[src/rtl/prog_loader.sv]
// Byte-stream program loader: assembles 16-bit words (high byte first) into instruction memory
// and holds the CPU in reset until a full image lands. Define PROG_LOADER_CHECKSUM_EN for XOR check.
module prog_loader #(
  parameter int unsigned DATA_WIDTH = 8,
  parameter int unsigned ROM_WIDTH  = 16,
  parameter int unsigned PC_WIDTH   = 5
) (
  input  logic                  CLK,
  input  logic                  RST,
  input  logic                  LOAD,
  input  logic [DATA_WIDTH-1:0] IN_DATA,
  input  logic                  IN_VALID,
  output logic                  IN_READY,
  output logic [PC_WIDTH-1:0]   WR_ADDR,
  output logic [ROM_WIDTH-1:0]  WR_DATA,
  output logic                  WR_EN,
  output logic                  CPU_RST,
  output logic                  BUSY,
  output logic                  DONE,
  output logic                  ERR
);

  localparam int unsigned Depth    = 2 ** PC_WIDTH;
  // One extra bit so a full-depth image reaches len without wrapping the address.
  localparam int unsigned CntWidth = PC_WIDTH + 1;
  localparam logic [DATA_WIDTH-1:0] MaxLen = DATA_WIDTH'(Depth);

  typedef enum logic [2:0] {
    StIdle = 3'd0,
    StLen  = 3'd1,
    StHi   = 3'd2,
    StLo   = 3'd3,
    StWr   = 3'd4,
    StDone = 3'd5,
    StErr  = 3'd6
`ifdef PROG_LOADER_CHECKSUM_EN
    , StChk = 3'd7
`endif
  } state_e;

  state_e                state_q;
  logic [CntWidth-1:0]   cnt_q;
  logic [DATA_WIDTH-1:0] len_q;
  logic [ROM_WIDTH-1:0]  word_q;
`ifdef PROG_LOADER_CHECKSUM_EN
  logic [DATA_WIDTH-1:0] csum_q;
`endif

  logic                xfer;
  logic                len_ok;
  logic [CntWidth-1:0] cnt_inc;
  logic                last_word;

  assign xfer      = IN_VALID & IN_READY;
  assign len_ok    = (IN_DATA != '0) && (IN_DATA <= MaxLen);
  assign cnt_inc   = cnt_q + CntWidth'(1);
  assign last_word = (DATA_WIDTH'(cnt_inc) == len_q);

  always_ff @(posedge CLK) begin
    if (RST) begin
      state_q <= StIdle;
      cnt_q   <= '0;
      len_q   <= '0;
      word_q  <= '0;
`ifdef PROG_LOADER_CHECKSUM_EN
      csum_q  <= '0;
`endif
    end else begin
      unique case (state_q)
        StIdle, StDone, StErr: begin
          if (LOAD) begin
            state_q <= StLen;
`ifdef PROG_LOADER_CHECKSUM_EN
            csum_q  <= '0;
`endif
          end
        end
        StLen: begin
          if (xfer) begin
            len_q   <= IN_DATA;
            cnt_q   <= '0;
            state_q <= len_ok ? StHi : StErr;
`ifdef PROG_LOADER_CHECKSUM_EN
            csum_q  <= csum_q ^ IN_DATA;
`endif
          end
        end
        StHi: begin
          if (xfer) begin
            word_q[ROM_WIDTH-1 -: DATA_WIDTH] <= IN_DATA;
            state_q <= StLo;
`ifdef PROG_LOADER_CHECKSUM_EN
            csum_q  <= csum_q ^ IN_DATA;
`endif
          end
        end
        StLo: begin
          if (xfer) begin
            word_q[DATA_WIDTH-1:0] <= IN_DATA;
            state_q <= StWr;
`ifdef PROG_LOADER_CHECKSUM_EN
            csum_q  <= csum_q ^ IN_DATA;
`endif
          end
        end
        StWr: begin
          cnt_q <= cnt_inc;
          if (last_word) begin
`ifdef PROG_LOADER_CHECKSUM_EN
            state_q <= StChk;
`else
            state_q <= StDone;
`endif
          end else begin
            state_q <= StHi;
          end
        end
`ifdef PROG_LOADER_CHECKSUM_EN
        StChk: begin
          if (xfer) begin
            state_q <= (IN_DATA == csum_q) ? StDone : StErr;
          end
        end
`endif
        default: state_q <= StIdle;
      endcase
    end
  end

  // Handshake and status are pure state decodes: no path from IN_VALID to IN_READY.
  always_comb begin
    IN_READY = 1'b0;
    WR_EN    = 1'b0;
    BUSY     = 1'b1;
    DONE     = 1'b0;
    ERR      = 1'b0;
    unique case (state_q)
      StIdle:            BUSY = 1'b0;
      StLen, StHi, StLo: IN_READY = 1'b1;
      StWr:              WR_EN = 1'b1;
      StDone: begin
        BUSY = 1'b0;
        DONE = 1'b1;
      end
      StErr: begin
        BUSY = 1'b0;
        ERR  = 1'b1;
      end
`ifdef PROG_LOADER_CHECKSUM_EN
      StChk:             IN_READY = 1'b1;
`endif
      default:           BUSY = 1'b0;
    endcase
  end

  assign CPU_RST = (state_q != StDone);
  assign WR_ADDR = cnt_q[PC_WIDTH-1:0];
  assign WR_DATA = word_q;

`ifndef SYNTHESIS
  a_wr_single: assert property (@(posedge CLK) disable iff (RST) WR_EN |=> !WR_EN);
  a_cnt_bound: assert property (@(posedge CLK) disable iff (RST) cnt_q <= CntWidth'(Depth));
  a_wr_no_rdy: assert property (@(posedge CLK) disable iff (RST) WR_EN |-> !IN_READY);
`endif

endmodule

[config.mk]
export PLATFORM = sky130hd
export DESIGN_NAME = prog_loader
export DESIGN_NICKNAME = d
export VERILOG_FILES = /design/src/rtl/prog_loader.sv
export SDC_FILE = /design/constraint.sdc
export NUM_CORES = 1
export LEC_CHECK = 0
export ABC_AREA = 1
export CAP_MARGIN = 20
export CORE_MARGIN = 2
export CORE_UTILIZATION = 40
export DETAILED_ROUTE_END_ITERATION = 16
export HOLD_SLACK_MARGIN = 0.02
export PLACE_DENSITY_LB_ADDON = 0.25
export SETUP_SLACK_MARGIN = 0.02
export SLEW_MARGIN = 20
export SYNTH_ARGS = -nofsm -noshare
export SYNTH_HDL_FRONTEND = slang
export SYNTH_SLANG_ARGS = --single-unit
[constraint.sdc]
create_clock -name CLK -period 3.05 [get_ports CLK]
set_clock_uncertainty 0.2 [all_clocks]
set_input_delay 0.915 -clock CLK [delete_from_list [all_inputs] [get_ports CLK]]
set_output_delay 0.915 -clock CLK [all_outputs]
set_load 0.05 [all_outputs]
After elaboration in Yosys (flattened, before gate mapping)
Cells that the tools add are included.
Storage, ports and cells
  bits in registers: 33
  bits of input ports: 12
  output and inout port bits: 27
Cells by class
  add/sub/neg operators: 1
  magnitude comparators: 1
  equal/unequal tests: 12
  muxes and demuxes: 14
  bitwise gates (word level): 1
  reductions and logical operators: 12
Operators with widths (count)
  $mux 3: 6
  $pmux 3 s5: 1
  $pmux 6 s2: 1
  $eq 3x3->1 const B: 3
  $eq 6x8->1: 1
  $le 8x6->1 const B: 1
  $ne 2x2->1 const B: 4
  $reduce_and 2->1: 4
  $reduce_bool 8->1: 1
  $add 6x1->6 const B: 1
  $eq 3x2->1 const B: 2
  $mux 6: 1
  $reduce_or 3->1: 2
  $mux 1: 5
  $reduce_and 4->1: 1
  $reduce_or 4->1: 1
  $eq 3x1->1 const B: 1
  $logic_not 3->1: 1
  $ne 3x3->1 const B: 1
  $reduce_bool 2->1: 1
  $and 1x1->1: 1
  $logic_and 1x1->1: 1

Longest topological paths before layout
Gate-level depths: netlist (run 1).
  word-level depth: 6
  depth in mapped cells: 14
  mapped depth without buffers: 14

Worst setup path before layout (run 1)
OpenSTA, ideal clock, no wires.
  kind: register -> output
  start point: register state_q[2]
  end point: output DONE
  data arrival time: 1.388 ns
  required time: 1.935 ns
  setup slack: 0.547 ns
  stages on the path, launching flop included: 3
  cell sequence: dfxtp_1 > nand3_1 > inv_1
On the way
  longest elaborated chain between the ends: 2
RTL lines
  from (decl): line 41  | state_e state_q;
  from (signal assigned): line 61  | state_q <= StIdle;
  from (signal assigned): line 72  | state_q <= StLen;
  from (signal assigned): line 82  | state_q <= len_ok ? StHi : StErr;
  $eq 3x3->1: line 137  | unique case (state_q)
  $mux 1: line 137
  to (decl): line 19  | output logic DONE,
Every way passes these cells.

Worst setup path in the final report (run 1)
Same ends and word-level chain as after synthesis.

==> results of run 1 <==
-- synthesized netlist by cell type, types with 2 or more instances --
master    number  share of area [%]
o21ai_0       19                5.7
inv_2          6                1.4
nor2_1        35                7.9
nand4_1        4                1.5
a21oi_2        3                1.6
nand3_1       15                4.5
dfxtp_1       33                 40
nand2_1       39                8.8
nand2_2        2               0.75
nand3_2        2                1.2
buf_4          9                4.1
o21ai_1        6                1.8
o21ai_2        2                1.1
inv_1         29                6.6
nor3_1         2               0.60
nor2_2         6                2.3
clkbuf_1       2               0.45
a21oi_1       17                5.1
-- cells by family after synthesis --
kind of cell               after synthesis
and+or+nand+nor                        107
AOI/OAI and AO/OA                       49
buffers and inverters                   47
DFF                                     33
xor gates and xnor gates                 2
adders and majority gates                1
-- critical path, delay by kind of cell (launching register included) --
family                 cells  cell delay (ns)
flip-flops                 1             0.45
AND/OR/NAND/NOR            1             0.16
buffers and inverters      2             0.88
-- power groups by stage --
| stage | Combinational (mW) | Sequential [mW] | Clock [mW] |
|---|---|---|---|
| after global routing | 0.765 | 0.565 | 0.458 |
| after global placement | 0.694 | 0.562 | 0 |
| final | 0.697 | 0.553 | 0.430 |
| after detailed placement | 0.699 | 0.562 | 0 |
| after floorplan | 0.435 | 0.648 | 0 |
| after CTS | 0.702 | 0.553 | 0.439 |
-- how the worst max path moves through the flow --
stage / endpoint / slack [ns] / from / cells past startpoint
floorplan: DONE / 0.55 / state_q[2] / 2
global placement: len_q[5] / 0.48 / IN_VALID / 6
detailed placement: len_q[5] / 0.44 / IN_VALID / 6
CTS: DONE / 0.15 / state_q[2] / 3
global route: DONE / 0.06 / state_q[2] / 3
finish: DONE / 0.17 / state_q[2] / 3
-- stage by stage --
step,util (%),instances
after floorplan,-,239
after global placement,50.77,317
after detailed placement,50.77,317
after CTS,53.77,325
after global routing,53.77,325
final,53.77,325
-- area by class of cell --
class / count / share of cell area [%]
Multi-Input combinational cell: 159 / 36.65
Sequential cell: 33 / 30.72
Timing Repair Buffer: 40 / 18.03
Inverter: 35 / 6.108
Clock buffer: 6 / 3.839
Tap cell: 50 / 2.909
Clock inverter: 2 / 1.745
-- routing by layer --
metal / GRT usage (%) / share of wire [%]
met1: 22.39 / 49
met2: 28.49 / 45
met3: 4.770 / 4.8
met4: 6.000 / 1.3
met5: 0 / 0
-- registers in the layout (all words and copies together) (netlist names) --
register	count
WR_DATA	16
len_q	8
cnt_q	6
state_q	3
==> metrics.txt, run 1 <==
cell internal pwr slightly below 1 mW; H-tree level count 2; Final period util between 90% and 100%; Resize count post-CTS 0; CP max stage delay 0.80 ns; die width between 60 and 70 µm; worst hold path type reg -> reg; clock sinks 33; Worst Setup Slack, final around 0.17 ns; post-synthesis cell area between 0.0015 and 0.002 mm²; Pre-antenna DRT Iters 4; Clk pwr share 25.6%; Seq pwr share approximately 33%; total CTS buffers 5; relative slew slack 59.41%; pwr dens 780.9 mW/mm²; drc violations 0; initial antenna violation count 0; CTS tree yes; Worst Min Path Start len_q[4]; status finished, final reports clean; Post-Syn Nets about 250; Placed Area 0.002031 mm²; Post-synth EDFFs 0; layout cells sized above 1 13.09%; Switching Power slightly below 700 µW; Finished Cell Area between 0.002 and 0.0025 mm²; Setup crit end kind output pin; DR vias 1553; wirelength, routed 3.634 mm; via/cell ratio roughly 4.8; first-pass GRT wire length slightly above 6 mm; Tot Pwr 1.680 mW; end point of the worst hold path len_q[4]; most common cell after layout, fill and taps aside nand2_1; Gate power share between 40% and 50%; num rows 23; Cells after Synth roughly 240; Final Slew Violations 0; GRT overflow 0; CORE AREA 0.004000 mm²; maxcap violations 0; Seq. cell area approximately 660 µm²; vias in the first global route roughly 1400; Final Hold Vio Count 0; IO Port Bufs 38; hold_ws roughly 0.28 ns; R2R Path Start cnt_q[1]; Sw Ratio between 40% and 50%; Die Span Y approximately 68 µm; clk slew on worst S/H paths approximately 0.07 ns; Final nets between 200 and 300; CTS max path bufs 2; I/O pin total 39; GP Congestion a little over 0.8; Synth Area in XOR/XNOR around 1.1%; Synth Register Bits 33; post-synthesis mux area share 0%; Setup TNS 0 ns; fillcell total slightly above 400; n_diodes 0; Synth warnings 0; largest fanout on the critical path 7; largest net degree at the start of global routing 25; most frequent cells in the layout nand2_1 (39), nor2_1 (35), clkdlybuf4s50_1 (35); Tmin final between 2 and 3 ns; Compound-Gate Fraction of Synth Area between 10% and 20%; kind of critical path reg -> out; CP Launch Type flip-flop; Finish-stage setup viols 0; sequential-to-total area share from yosys stat about two fifths; starting density of the core roughly 42%; reg2reg path depth 13; Slew @ Worst Pin 0.6082 ns; Worst Path Arrival 1.77 ns; top_reg_cell synth dfxtp_1; largest family of logic cells by synthesized area simple AND/OR/NAND/NOR gates; crit path cell chain nand3_1, inv_1, clkdlybuf4s50_1; Leak approximately 0.88 nW; synth unique cells 26; unrepaired setup endpoints after global routing false; hold_buf cts 0; Place WS roughly 0.44 ns; Worst VDD drop ~400 µV; syn_area_per_cell slightly below 7 µm²; Iter 0 DRT Violations 91; CP required a little under 2 ns; Final HPWL DP 2.717 mm; Setup Fix Bufs, Post-CTS 0; die area about 0.0047 mm²; routed len/inst 11.18 µm; Synth-to-Final Area Change 29.54%; Multi-input gate area 788.3 µm²; Synth Area in Adders less than 1%; root buffer cell clkbuf_8; Hold Path Stages 2; r2r endpoint state_q[0]; reg-to-reg slack, setup approximately 1.2 ns; highest clock rate 346.8 MHz; slowest CP cell clkdlybuf4s50_1; Post-synth ARST share 0%; gr usage total 17.59%; Post-Synth Simple-Gate Area between 20 and 30%; Post-DRT Antenna Nets 0; Clk Latency, worst-skew pair 0.28 ns
Power figures use the tool's default switching activity.
==> run 2: changes to the inputs <==
Settings changed: SLEW_MARGIN 20 to default.
==> results of run 2 <==
The final DEF is identical to that of run 1; final timing and power are the same.
